--- src/rtl/mips_fetch_queue_if.sv ---
// Fetch front-end bundle: instruction-memory request/response, redirect/halt control
// and the {pc, inst} stream to decode. master = fetch queue, slave = memory/core side.
interface mips_fetch_queue_if #(
  parameter int ADDR_W = 32,
  parameter int INST_W = 32
);
  logic              imem_req;
  logic [ADDR_W-1:0] imem_addr;
  logic              imem_gnt;
  logic              imem_rvalid;
  logic [INST_W-1:0] imem_rdata;
  logic              redirect_valid;
  logic [ADDR_W-1:0] redirect_pc;
  logic              halt;
  logic              out_valid;
  logic              out_ready;
  logic [ADDR_W-1:0] out_pc;
  logic [INST_W-1:0] out_inst;
  logic              out_pred;
  logic              busy;

  modport master (
    output imem_req, imem_addr,
    input  imem_gnt, imem_rvalid, imem_rdata,
    input  redirect_valid, redirect_pc, halt,
    output out_valid, out_pc, out_inst, out_pred, busy,
    input  out_ready
  );

  modport slave (
    input  imem_req, imem_addr,
    output imem_gnt, imem_rvalid, imem_rdata,
    output redirect_valid, redirect_pc, halt,
    input  out_valid, out_pc, out_inst, out_pred, busy,
    output out_ready
  );
endinterface

--- src/rtl/mips_fetch_queue.sv ---
// Instruction-fetch queue: credit-limited in-order fetch, DEPTH-entry {pc, inst} buffer,
// redirect/halt handling. Optional J/JAL predecode redirect under MIPS_FETCH_JUMP_PREDECODE_EN.
module mips_fetch_queue #(
  parameter int                 ADDR_W   = 32,
  parameter int                 INST_W   = 32,
  parameter int                 DEPTH    = 4,
  parameter logic [ADDR_W-1:0]  RESET_PC = '0
) (
  input  logic             clk,
  input  logic             rst_b,
  mips_fetch_queue_if.master bus
);
  localparam int PTR_W = $clog2(DEPTH);
  localparam int CNT_W = PTR_W + 1;
  typedef logic [CNT_W-1:0] cnt_t;
  typedef logic [PTR_W-1:0] ptr_t;

  logic [ADDR_W-1:0] fetch_pc_q, fetch_pc_d;
  logic [ADDR_W-1:0] resp_pc_q, resp_pc_d;
  cnt_t              outst_q, outst_d;
  cnt_t              drop_q, drop_d;
  cnt_t              count_q, count_d;
  ptr_t              head_q, head_d;
  ptr_t              tail_q, tail_d;

  logic [ADDR_W-1:0] pc_mem   [DEPTH];
  logic [INST_W-1:0] inst_mem [DEPTH];

  logic [CNT_W:0] credit;
  logic           issue, grant, accept, pop, out_valid;

  // Credits cover both queued words and words still in flight, so a grant can never overflow.
  assign credit    = {1'b0, count_q} + {1'b0, outst_q};
  assign issue     = rst_b & ~bus.halt & ~bus.redirect_valid & (credit < (CNT_W+1)'(DEPTH));
  assign grant     = issue & bus.imem_gnt;
  assign accept    = bus.imem_rvalid & (drop_q == '0) & ~bus.redirect_valid;
  assign out_valid = (count_q != '0);
  assign pop       = out_valid & bus.out_ready;

`ifdef MIPS_FETCH_JUMP_PREDECODE_EN
  logic              pred_pend_q, pred_pend_d;
  logic              pred_mem [DEPTH];
  logic              is_jump;
  logic [ADDR_W-1:0] jump_target;

  assign is_jump     = (bus.imem_rdata[31:26] == 6'h02) || (bus.imem_rdata[31:26] == 6'h03);
  assign jump_target = ((resp_pc_q + ADDR_W'(4)) & ~ADDR_W'(32'h0FFF_FFFF))
                     | ADDR_W'({bus.imem_rdata[25:0], 2'b00});
`endif

  always_comb begin
    // NOTE: every next-state signal gets a default first so no path leaves one unassigned (no latches).
    fetch_pc_d = fetch_pc_q;
    resp_pc_d  = resp_pc_q;
    drop_d     = drop_q;
    head_d     = head_q;
    tail_d     = tail_q;
    outst_d    = outst_q + cnt_t'(grant) - cnt_t'(bus.imem_rvalid);
    count_d    = count_q + cnt_t'(accept) - cnt_t'(pop);
`ifdef MIPS_FETCH_JUMP_PREDECODE_EN
    pred_pend_d = pred_pend_q;
`endif

    if (grant)                              fetch_pc_d = fetch_pc_q + ADDR_W'(4);
    if (bus.imem_rvalid && drop_q != '0)    drop_d     = drop_q - cnt_t'(1);
    if (pop)                                head_d     = head_q + ptr_t'(1);
    if (accept) begin
      tail_d    = tail_q + ptr_t'(1);
      resp_pc_d = resp_pc_q + ADDR_W'(4);
    end

`ifdef MIPS_FETCH_JUMP_PREDECODE_EN
    if (accept) begin
      pred_pend_d = 1'b0;
      if (is_jump) begin
        fetch_pc_d  = jump_target;
        resp_pc_d   = jump_target;
        drop_d      = outst_d;
        pred_pend_d = 1'b1;
      end
    end
`endif

    // External redirect overrides everything, including a same-cycle predecoded jump.
    if (bus.redirect_valid) begin
      head_d     = '0;
      tail_d     = '0;
      count_d    = '0;
      fetch_pc_d = bus.redirect_pc;
      resp_pc_d  = bus.redirect_pc;
      drop_d     = outst_d;
`ifdef MIPS_FETCH_JUMP_PREDECODE_EN
      pred_pend_d = 1'b0;
`endif
    end
  end

  always_ff @(posedge clk or negedge rst_b) begin
    if (!rst_b) begin
      fetch_pc_q <= RESET_PC;
      resp_pc_q  <= RESET_PC;
      outst_q    <= '0;
      drop_q     <= '0;
      count_q    <= '0;
      head_q     <= '0;
      tail_q     <= '0;
`ifdef MIPS_FETCH_JUMP_PREDECODE_EN
      pred_pend_q <= 1'b0;
`endif
    end else begin
      fetch_pc_q <= fetch_pc_d;
      resp_pc_q  <= resp_pc_d;
      outst_q    <= outst_d;
      drop_q     <= drop_d;
      count_q    <= count_d;
      head_q     <= head_d;
      tail_q     <= tail_d;
`ifdef MIPS_FETCH_JUMP_PREDECODE_EN
      pred_pend_q <= pred_pend_d;
`endif
    end
  end

  // NOTE: storage is not reset; count_q alone decides which entries are meaningful.
  always_ff @(posedge clk) begin
    if (accept) begin
      pc_mem[tail_q]   <= resp_pc_q;
      inst_mem[tail_q] <= bus.imem_rdata;
`ifdef MIPS_FETCH_JUMP_PREDECODE_EN
      pred_mem[tail_q] <= pred_pend_q;
`endif
    end
  end

  assign bus.imem_req  = issue;
  assign bus.imem_addr = fetch_pc_q;
  assign bus.out_valid = out_valid;
  assign bus.out_pc    = out_valid ? pc_mem[head_q]   : '0;
  assign bus.out_inst  = out_valid ? inst_mem[head_q] : '0;
  assign bus.busy      = (outst_q != '0) | out_valid;
`ifdef MIPS_FETCH_JUMP_PREDECODE_EN
  assign bus.out_pred  = out_valid & pred_mem[head_q];
`else
  assign bus.out_pred  = 1'b0;
`endif

  a_no_overflow: assert property (@(posedge clk) disable iff (!rst_b)
    accept |-> ((count_q < cnt_t'(DEPTH)) || pop));
  a_redirect_aligned: assert property (@(posedge clk) disable iff (!rst_b)
    bus.redirect_valid |-> (bus.redirect_pc[1:0] == 2'b00));
  a_no_spurious_rsp: assert property (@(posedge clk) disable iff (!rst_b)
    bus.imem_rvalid |-> (outst_q != '0));
endmodule
--- src/flat_wrapper.sv ---
// flat-port wrapper written by rule: the top's interface ports become plain ports
module mips_fetch_queue_flat 
#(
  parameter int                 ADDR_W   = 32,
  parameter int                 INST_W   = 32,
  parameter int                 DEPTH    = 4,
  parameter logic [ADDR_W-1:0]  RESET_PC = '0
)
  (clk, rst_b, bus_imem_req, bus_imem_addr, bus_imem_gnt, bus_imem_rvalid, bus_imem_rdata, bus_redirect_valid, bus_redirect_pc, bus_halt, bus_out_valid, bus_out_pc, bus_out_inst, bus_out_pred, bus_busy, bus_out_ready);
  mips_fetch_queue_if #(.ADDR_W(ADDR_W), .INST_W(INST_W)) bus_i ();
  input  logic clk;
  input  logic rst_b;
  output wire logic [$bits(bus_i.imem_req)-1:0] bus_imem_req;
  output wire logic [$bits(bus_i.imem_addr)-1:0] bus_imem_addr;
  input wire logic [$bits(bus_i.imem_gnt)-1:0] bus_imem_gnt;
  input wire logic [$bits(bus_i.imem_rvalid)-1:0] bus_imem_rvalid;
  input wire logic [$bits(bus_i.imem_rdata)-1:0] bus_imem_rdata;
  input wire logic [$bits(bus_i.redirect_valid)-1:0] bus_redirect_valid;
  input wire logic [$bits(bus_i.redirect_pc)-1:0] bus_redirect_pc;
  input wire logic [$bits(bus_i.halt)-1:0] bus_halt;
  output wire logic [$bits(bus_i.out_valid)-1:0] bus_out_valid;
  output wire logic [$bits(bus_i.out_pc)-1:0] bus_out_pc;
  output wire logic [$bits(bus_i.out_inst)-1:0] bus_out_inst;
  output wire logic [$bits(bus_i.out_pred)-1:0] bus_out_pred;
  output wire logic [$bits(bus_i.busy)-1:0] bus_busy;
  input wire logic [$bits(bus_i.out_ready)-1:0] bus_out_ready;
  assign bus_imem_req = bus_i.imem_req;
  assign bus_imem_addr = bus_i.imem_addr;
  assign bus_i.imem_gnt = bus_imem_gnt;
  assign bus_i.imem_rvalid = bus_imem_rvalid;
  assign bus_i.imem_rdata = bus_imem_rdata;
  assign bus_i.redirect_valid = bus_redirect_valid;
  assign bus_i.redirect_pc = bus_redirect_pc;
  assign bus_i.halt = bus_halt;
  assign bus_out_valid = bus_i.out_valid;
  assign bus_out_pc = bus_i.out_pc;
  assign bus_out_inst = bus_i.out_inst;
  assign bus_out_pred = bus_i.out_pred;
  assign bus_busy = bus_i.busy;
  assign bus_i.out_ready = bus_out_ready;
  mips_fetch_queue #(.ADDR_W(ADDR_W), .INST_W(INST_W), .DEPTH(DEPTH), .RESET_PC(RESET_PC)) u_core (.clk(clk), .rst_b(rst_b), .bus(bus_i));
endmodule
--- config.mk ---
export PLATFORM = sky130hd
export DESIGN_NAME = mips_fetch_queue_flat
export DESIGN_NICKNAME = d
export VERILOG_FILES = /design/src/rtl/mips_fetch_queue_if.sv /design/src/rtl/mips_fetch_queue.sv /design/src/flat_wrapper.sv
export SDC_FILE = /design/constraint.sdc
export NUM_CORES = 1
export LEC_CHECK = 0
export ABC_AREA = 1
export CORE_UTILIZATION = 61
export DETAILED_ROUTE_END_ITERATION = 10
export HOLD_SLACK_MARGIN = 0.03
export MAX_ROUTING_LAYER = met4
export PLACE_DENSITY = 0.85
export RECOVER_POWER = 50
export SLEW_MARGIN = 20
export SYNTH_ARGS = -nofsm -noshare
export SYNTH_HDL_FRONTEND = slang
export SYNTH_SLANG_ARGS = --single-unit
export TNS_END_PERCENT = 20
--- constraint.sdc ---
create_clock -name clk -period 12.4 [get_ports clk]
set_input_delay 3.72 -clock clk [delete_from_list [all_inputs] [get_ports clk]]
set_output_delay 3.72 -clock clk [all_outputs]
set_load 0.005 [all_outputs]
# Word level (Yosys, flattened, before mapping)
# Memory sizes are Yosys's and may differ from the RTL's.
# Index checks and enable logic that the tools add are counted.
# Widths: inputs -> output; s select.
op_classes:
  n_bitwise: 10
  addsub: 10
  reduce_logical: 9
  muxes: 15
  magnitude_cmp: 1
op_table:
  columns: ["cell", "n"]
  rows:
  - ["$mux 32", 6]
  - ["$add 32x3->32 const B", 2]
  - ["$mux 3", 3]
  - ["$reduce_bool 3->1", 3]
  - ["$mux 2", 4]
  - ["$reduce_bool 2->1", 4]
  - ["$and 1x1->1", 7]
  - ["$add 3x1->3", 2]
  - ["$sub 3x1->3", 2]
  - ["$add 2x1->2 const B", 2]
  - ["$add 3x3->4", 1]
  - ["$lt 4x3->1 const B", 1]
  - ["$logic_not 3->1", 1]
  - ["$sub 3x1->3 const B", 1]
  - ["$mux 1", 2]
  - ["$not 1->1", 2]
  - ["$logic_and 1x1->1", 1]
  - ["$or 1x1->1", 1]
totals:
  register_bits: 77
  ram_bits: 256
  in_bits: 71
  mem_count: 2
  wordCells: 54
mem_list:
  columns: ["memory", "depth", "word_bits", "rd", "rd_ports_with_merged_regs", "wr", "line", "rtl"]
  rows:
  - ["u_core.inst_mem", 4, 32, 1, 0, 1, "mips_fetch_queue.sv:27", "logic [INST_W-1:0] inst_mem [DEPTH];"]
  - ["u_core.pc_mem", 4, 32, 1, 0, 1, "mips_fetch_queue.sv:26", "logic [ADDR_W-1:0] pc_mem [DEPTH];"]

# Longest topological paths before layout
# Gate-level depths: netlist (run 1).
logic_depth:
  depth_word: 8
  mapped_depth: 13
  mapped_depth_nobuf: 12

# Least setup slack after synthesis (run 1)
# OpenSTA, ideal clock, no wires.
synth_path:
  path_type: "input -> output"
  start: "input port bus_redirect_valid"
  end: "output port bus_imem_req"
  n_path_buf: 1
  arrival_ns: 4.156
  required_time_ns: 8.680
  stages: 4
  setup_slack_ns: 4.524
  path_cell_list: "buf_6 > nor2_1 > nand3b_1 > nor2_4"
synth_between:
  elab_chain_len: 3
synth_rtl:
  columns: ["element", "line", "rtl"]
  rows:
  - ["from (decl)", "flat_wrapper.sv:18", "input wire logic [$bits(bus_i.redirect_valid)-1:0] bus_redirect_valid;"]
  - ["$not 1->1", "mips_fetch_queue.sv:34", "assign issue = rst_b & ~bus.halt & ~bus.redirect_valid & (credit < (CNT_W+1)'(DEPTH));"]
  - ["$and 1x1->1 (2 in a row)", "mips_fetch_queue.sv:34", null]
  - ["to (decl)", "flat_wrapper.sv:13", "output wire logic [$bits(bus_i.imem_req)-1:0] bus_imem_req;"]
# Every way passes these cells.

# Final worst setup path (run 1)
# Ends and elaborated chain as after synthesis.

==> results of run 1 <==
==> through the flow <==
stage	utilization, %	cell area [µm²]	cells
global placement	69.9	16900	1969
floorplan	-	15000	1531
global route	74.3	18000	2029
CTS	74.3	18000	2028
finish	74.3	18000	2029
detailed placement	69.9	16900	1969
==> metal layers <==
| metal | global-route usage [%] | vias up | wire length [µm] |
|---|---|---|---|
| li1 | - | 5417 | - |
| met1 | 39.5 | 5512 | 14900 |
| met2 | 48.7 | 615 | 17900 |
| met3 | 3.88 | 97 | 2710 |
| met4 | 12.8 | 0 | 1260 |
| met5 | - | - | 0 |
==> report_power, final <==
| group | leakage, nW | internal [W] | switching, W |
|---|---|---|---|
| clock | 0.533 | 0.000600 | 0.000402 |
| sequential | 3.25 | 0.00130 | 0.000103 |
| combinational | 3.02 | 0.000446 | 0.000535 |
==> worst max-delay path: stages <==
cell and delay [ns]:
sky130_fd_sc_hd__dlygate4sd3_1 0.52, sky130_fd_sc_hd__clkbuf_1 1.31, sky130_fd_sc_hd__nor2_1 0.12, sky130_fd_sc_hd__nand3b_1 0.21, sky130_fd_sc_hd__nor2_4 0.06, sky130_fd_sc_hd__clkdlybuf4s50_1 0.44
==> area by class of cell <==
type / count / area share [%]
Sequential cell: 333 / 53.4
Clock buffer: 42 / 5.01
Clock inverter: 17 / 1.04
Timing Repair Buffer: 181 / 9.84
Antenna cell: 1 / 0.0139
Multi-Input combinational cell: 1051 / 26.7
Tap cell: 324 / 2.25
Inverter: 80 / 1.67
==> logic make-up after synthesis <==
family | count (synthesis)
xor+xnor | 25
flops | 333
buf+inv | 147
fa+ha+maj | 16
compound gates | 238
other cells | 1
simple gates | 771
==> how the worst max path moves through the flow <==
stage | end | from | cells past startpoint
after floorplan | bus_imem_req | bus_redirect_valid | 4
after global placement | bus_imem_req | bus_redirect_valid | 6
after detailed placement | bus_imem_req | bus_redirect_valid | 6
after CTS | bus_imem_req | bus_redirect_valid | 6
after global routing | bus_imem_req | bus_redirect_valid | 6
final | bus_imem_req | bus_redirect_valid | 6
==> cells in the mapped netlist (all sizes together) (3+ instances only) <==
cell type and instances:
xnor2 5, a21oi 72, dfrtp 77, o21bai 3, buf 46, o21ai 144, o211ai 14, xor2 20
nand2 318, nand3 73, nand3b 13, inv 80, nor2 361, clkbuf 21, edfxtp 256, ha 14
==> state kept, by name, summed over array words and instances (netlist names) <==
name                  flops
u_core.inst_mem         128
u_core.pc_mem           128
u_core.bus.imem_addr     32
u_core.resp_pc_q         32
u_core.count_q            3
u_core.drop_q             3
u_core.outst_q            3
u_core.head_q             2
u_core.tail_q             2
==> results.json, run 1 <==
{
  "cp-start-kind": "input pin",
  "firstDrtPassIters": 5,
  "finalPower_w": 0.00339,
  "top_level_ports": 171,
  "worst_pin_slew_ns": 4.22,
  "whs_path_depth": 2,
  "totalNegativeSetupSlack_ns": 0,
  "postSynth.topFlopCell": "sky130_fd_sc_hd__edfxtp_1",
  "regArea_um2": 9620,
  "final_nets": 1768,
  "post-dp-hpwl_um": 22000,
  "worstHoldPathType": "flop to flop",
  "die_height_um": 159,
  "final_common_cell": "sky130_fd_sc_hd__nor2_1",
  "gr-total-overflow": 0,
  "globalplace.congestion": 0.966,
  "synthAdderAreaFrac_pct": 1.43,
  "tritoncts_num_sinks": 333,
  "hold_violations": 0,
  "fp.dieArea_um2": 25300,
  "grt_first_pass_wirelength_um": 58100,
  "violations": "max-capacitance violations, max-slew violations",
  "muxShareOfSynthArea_pct": 0,
  "outcome": "finished, violations left",
  "clk_latency_ns": 0.50,
  "synth_area_in_compound_gates_pct": 8.29,
  "final_antenna_net_count": 0,
  "path_clk_slew_ns": 0.06,
  "grt_setup_unrepaired": "no",
  "synth.ff_latch_count": 333,
  "vias_per_cell": 5.74,
  "irDropWorstVdd_mv": 0.121,
  "fraction_of_final_layout_cells_sized_beyond_drive_strength_1_pct": 4.81,
  "netlist.area_leader.share_pct": 51.2,
  "post_synth_main_area_contributors": "sky130_fd_sc_hd__edfxtp_1, sky130_fd_sc_hd__dfrtp_1, sky130_fd_sc_hd__nor2_1",
  "setup-violations-final": 0,
  "synth.avg_cell_area_um2": 9.82,
  "dieWidth_um": 159,
  "finClkSkew_ns": 0.0112,
  "worst_slack_ns": 2.31,
  "max_freq_ghz": 0.0991,
  "area_used_by_multi_input_combinational_logic_um2": 4820,
  "overall_global_routing_resource_usage_pct": 30.4,
  "clock_path_buffers": 3,
  "fillCellCount": 1593,
  "initial_core_utilization_pct": 62.0,
  "synth.lib_cells_used.distinct": 38,
  "cts_hold_repair.buffers": 0,
  "critical_path.reg2reg.startpoint": "u_core.drop_q[0]$_DFFE_PN0P_",
  "cell_depth_of_the_worst_flop_to_flop_path": 10,
  "main_combinational_cell_family_by_area_after_synthesis": "simple AND/OR/NAND/NOR gates",
  "core_area_um2": 24200,
  "row_count": 57,
  "critical_path_class": "input pin to output port",
  "hold_ws_ns": 0.508,
  "cts.root.buffer_cell": "sky130_fd_sc_hd__clkbuf_16",
  "leakage_nw": 6.80,
  "worst_setup_path_end_kind": "output port",
  "port_buffers": 169,
  "post_cts.resized_instances": 0,
  "syn_area_um2": 15000,
  "drt_wl_total_um": 36800,
  "drv_slew": 121,
  "reg2reg_setup_slack_ns": 9.34,
  "ys_seq_area_share_pct": 64.0,
  "async_flop_share_pct": 23.1,
  "synth_top_area_cell": "sky130_fd_sc_hd__edfxtp_1",
  "data_arrival_time_of_the_worst_path_ns": 6.37,
  "regToRegEndpoint": "u_core.count_q[2]$_DFF_PN0_",
  "first_global_vias": 11417,
  "power_density_nw_per_um2": 188,
  "dp_worst_setup_slack_ns": 3.37,
  "cts_inserted_buffers": 34,
  "tritoncts": "yes",
  "post_cts_buffers": 0,
  "vias": 11641,
  "antenna_found_initial": 1,
  "synth-xor-area-share_pct": 1.46,
  "share_of_synthesized_cell_area_in_and_or_nand_and_nor_gates_pct": 20.7,
  "synthToLayoutAreaGrowth_pct": 19.8,
  "yosys_warnings": 0,
  "drt-wirelength-per-cell_um": 18.1,
  "timing.hold.worst_endpoint": "u_core.bus.imem_addr[0]$_DFFE_PN0P_",
  "most-common-layout-cells": "sky130_fd_sc_hd__nor2_1, sky130_fd_sc_hd__nand2_1, sky130_fd_sc_hd__edfxtp_1",
  "crit_path_max_fanout": 42,
  "finalCritPeriodShare_pct": 81.4,
  "synth_enable_flop_cells": 256,
  "cts.htree.levels": 2,
  "hold_start": "u_core.bus.imem_addr[0]$_DFFE_PN0P_",
  "grt_max_degree": 130,
  "drt_first_iter_violations": 1053,
  "critical_path_required_ns": 8.68,
  "synth_nets": 1618,
  "drt_drc_violations_left": 0,
  "drv_cap": 2,
  "slew_headroom_pct": -181,
  "mapped_cells": 1531,
  "final.min_clock_period_ns": 10.09
}
Power figures use the tool's default switching activity.
==> run 2: changes to the inputs <==
- CORE_UTILIZATION: 61 -> 51
- PLACE_DENSITY: 0.85 -> 0.75
- clock period: 12.4 -> 8.87 ns (I/O delays scaled with it)
==> run 2 against run 1 <==
Net effect: the flow still finishes with violations (max-capacitance violations, max-slew violations); setup slack lost 0.76 ns; sequential share of layout area shrank 0.28 points; combinational power rose by 38%; first-iteration DRC count rose by 9.4%; sequential cell count unchanged; highest routed layer unchanged.
==> results.json, run 2 (synthesis gave the netlist of run 1 again) <==
{
  "row_count": 62,
  "outcome": "finished, violations left",
  "die_height_um": 174,
  "tritoncts_num_sinks": 333,
  "dpl-instance-area_um2": 17000,
  "leakage_nw": 6.83,
  "path_clk_slew_ns": 0.06,
  "drt-wirelength-per-cell_um": 17.4,
  "irDropWorstVdd_mv": 0.173,
  "hold_violations": 0,
  "finalCritPeriodShare_pct": 82.6,
  "grt_max_degree": 85,
  "most-common-layout-cells": "sky130_fd_sc_hd__nor2_1, sky130_fd_sc_hd__nand2_1, sky130_fd_sc_hd__edfxtp_1",
  "top_level_ports": 171,
  "initial_core_utilization_pct": 52.1,
  "synthToLayoutAreaGrowth_pct": 20.5,
  "post_cts_buffers": 0,
  "post_cts.resized_instances": 0,
  "fp.dieArea_um2": 30200,
  "vias": 11350,
  "grt_setup_unrepaired": "no",
  "crit_path_end": "bus_imem_req",
  "overall_global_routing_resource_usage_pct": 25.1,
  "drt_drc_violations_left": 0,
  "power_density_nw_per_um2": 260,
  "cts_hold_repair.buffers": 0,
  "cts_inserted_buffers": 36,
  "vias_per_cell": 5.41,
  "globalplace.congestion": 0.931,
  "drv_cap": 2,
  "dieWidth_um": 174,
  "cts.root.buffer_cell": "sky130_fd_sc_hd__clkbuf_16",
  "violations": "max-capacitance violations, max-slew violations",
  "final.min_clock_period_ns": 7.32,
  "drt_first_iter_violations": 1152,
  "critical-path-slowest-cell": "sky130_fd_sc_hd__clkbuf_1",
  "firstDrtPassIters": 8,
  "cp-start-kind": "input pin",
  "regToRegEndpoint": "u_core.pc_mem[1][30]$_DFFE_PP_",
  "critical_path.reg2reg.startpoint": "u_core.drop_q[0]$_DFFE_PN0P_",
  "clk_latency_ns": 0.52,
  "worstHoldPathType": "flop to flop",
  "drt_wl_total_um": 36400,
  "antennaDiodeCount": 0,
  "cp_depth": 4,
  "data_arrival_time_of_the_worst_path_ns": 4.66,
  "tritoncts": "yes",
  "clock_path_buffers": 3,
  "reg_top3": "u_core.inst_mem: 128 flops, u_core.pc_mem: 128 flops",
  "cell_depth_of_the_worst_flop_to_flop_path": 8,
  "critical_path_required_ns": 6.21,
  "finalPower_w": 0.00471,
  "kind_of_cell_with_the_highest_combined_delay_on_the_critical_path": "buffers and inverters",
  "reg2reg_setup_slack_ns": 4.74,
  "max_freq_ghz": 0.137,
  "worst_setup_path_end_kind": "output port",
  "antenna_found_initial": 0,
  "final_antenna_net_count": 0,
  "post-dp-hpwl_um": 23100,
  "final_nets": 1774,
  "crit_path_max_fanout": 26,
  "port_buffers": 169,
  "slew_headroom_pct": -99.2,
  "core_area_um2": 28900,
  "fin_area_um2": 18100,
  "gr-total-overflow": 0,
  "first_global_vias": 10667,
  "final_common_cell": "sky130_fd_sc_hd__nor2_1",
  "cells_along_the_critical_path": "clkbuf_1 -> nand3b_1 -> nor2_4 -> clkdlybuf4s50_1",
  "critical_path_class": "input pin to output port",
  "worst_pin_slew_ns": 2.99,
  "cpPeakStageDelay_ns": 1.02,
  "grt_first_pass_wirelength_um": 57200,
  "drv_slew": 96,
  "worst_setup_path_startpoint": "rst_b",
  "totalNegativeSetupSlack_ns": 0,
  "cp_num_buf_inv": 2,
  "cts.htree.levels": 2,
  "fraction_of_final_layout_cells_sized_beyond_drive_strength_1_pct": 5.43,
  "setup-violations-final": 0,
  "finClkSkew_ns": 0.0227
}
run 2: cell count changes in the layout (fill, tap and decap cells not counted), moves of 2 or more:
cell,delta
sky130_fd_sc_hd__clkinv_2,+6
sky130_fd_sc_hd__dlygate4sd3_1,-3
sky130_fd_sc_hd__buf_6,-2
sky130_fd_sc_hd__bufinv_16,-3
sky130_fd_sc_hd__clkdlybuf4s50_1,+3
sky130_fd_sc_hd__buf_4,+6
run 2: tightest hold or removal path: cells and delay by family (launching register included):
kind,cells,cell delay (ns)
AND/OR/NAND/NOR,2,0.11
flip-flops,1,0.34
run 2: worst min path at each step:
stage | from | end | slack [ns] | cells past startpoint
detailed placement | u_core.bus.imem_addr[0]$_DFFE_PN0P_ | u_core.bus.imem_addr[0]$_DFFE_PN0P_ | 0.47 | 2
global placement | u_core.bus.imem_addr[0]$_DFFE_PN0P_ | u_core.bus.imem_addr[0]$_DFFE_PN0P_ | 0.46 | 2
floorplan | u_core.bus.imem_addr[0]$_DFFE_PN0P_ | u_core.bus.imem_addr[0]$_DFFE_PN0P_ | 0.47 | 2
global route | u_core.bus.imem_addr[0]$_DFFE_PN0P_ | u_core.bus.imem_addr[0]$_DFFE_PN0P_ | 0.51 | 2
CTS | u_core.bus.imem_addr[0]$_DFFE_PN0P_ | u_core.bus.imem_addr[0]$_DFFE_PN0P_ | 0.48 | 2
finish | u_core.bus.imem_addr[0]$_DFFE_PN0P_ | u_core.bus.imem_addr[0]$_DFFE_PN0P_ | 0.47 | 2
run 2: final cells by class:
type / instances / area [µm²]
Clock buffer: 44 / 941
Timing Repair Buffer: 185 / 1790
Tap cell: 384 / 480
Inverter: 80 / 302
Sequential cell: 333 / 9620
Clock inverter: 21 / 149
Fill cell: 2330 / 10800
Multi-Input combinational cell: 1051 / 4820
run 2: through the flow:
| step | std cells | setup slack [ns] | utilization, % | hold slack, ns |
|---|---|---|---|---|
| floorplan | 1531 | 2.52 | - | 0.465 |
| global placement | 2033 | 2.14 | 59.1 | 0.461 |
| detailed placement | 2033 | 2.15 | 59.1 | 0.471 |
| CTS | 2098 | 2.15 | 62.8 | 0.484 |
| global route | 2098 | 1.24 | 62.7 | 0.508 |
| finish | 2098 | 1.55 | 62.7 | 0.474 |
run 2: metal layers:
layer  routed length, µm  up-vias  part of all wire [%]  global-route usage, %
li1                    -     5430                     -                      -
met1               15700     5360                    43                   34.9
met2               16900      487                    46                   38.3
met3                2820       73                   7.7                   3.46
met4                1020        0                   2.8                   8.22
met5                   0        -                     0                      -
run 2: power by group:
group | switching, W | internal (W)
Sequential | 0.000153 | 0.00182
Combinational | 0.000740 | 0.000621
Clock | 0.000589 | 0.000789
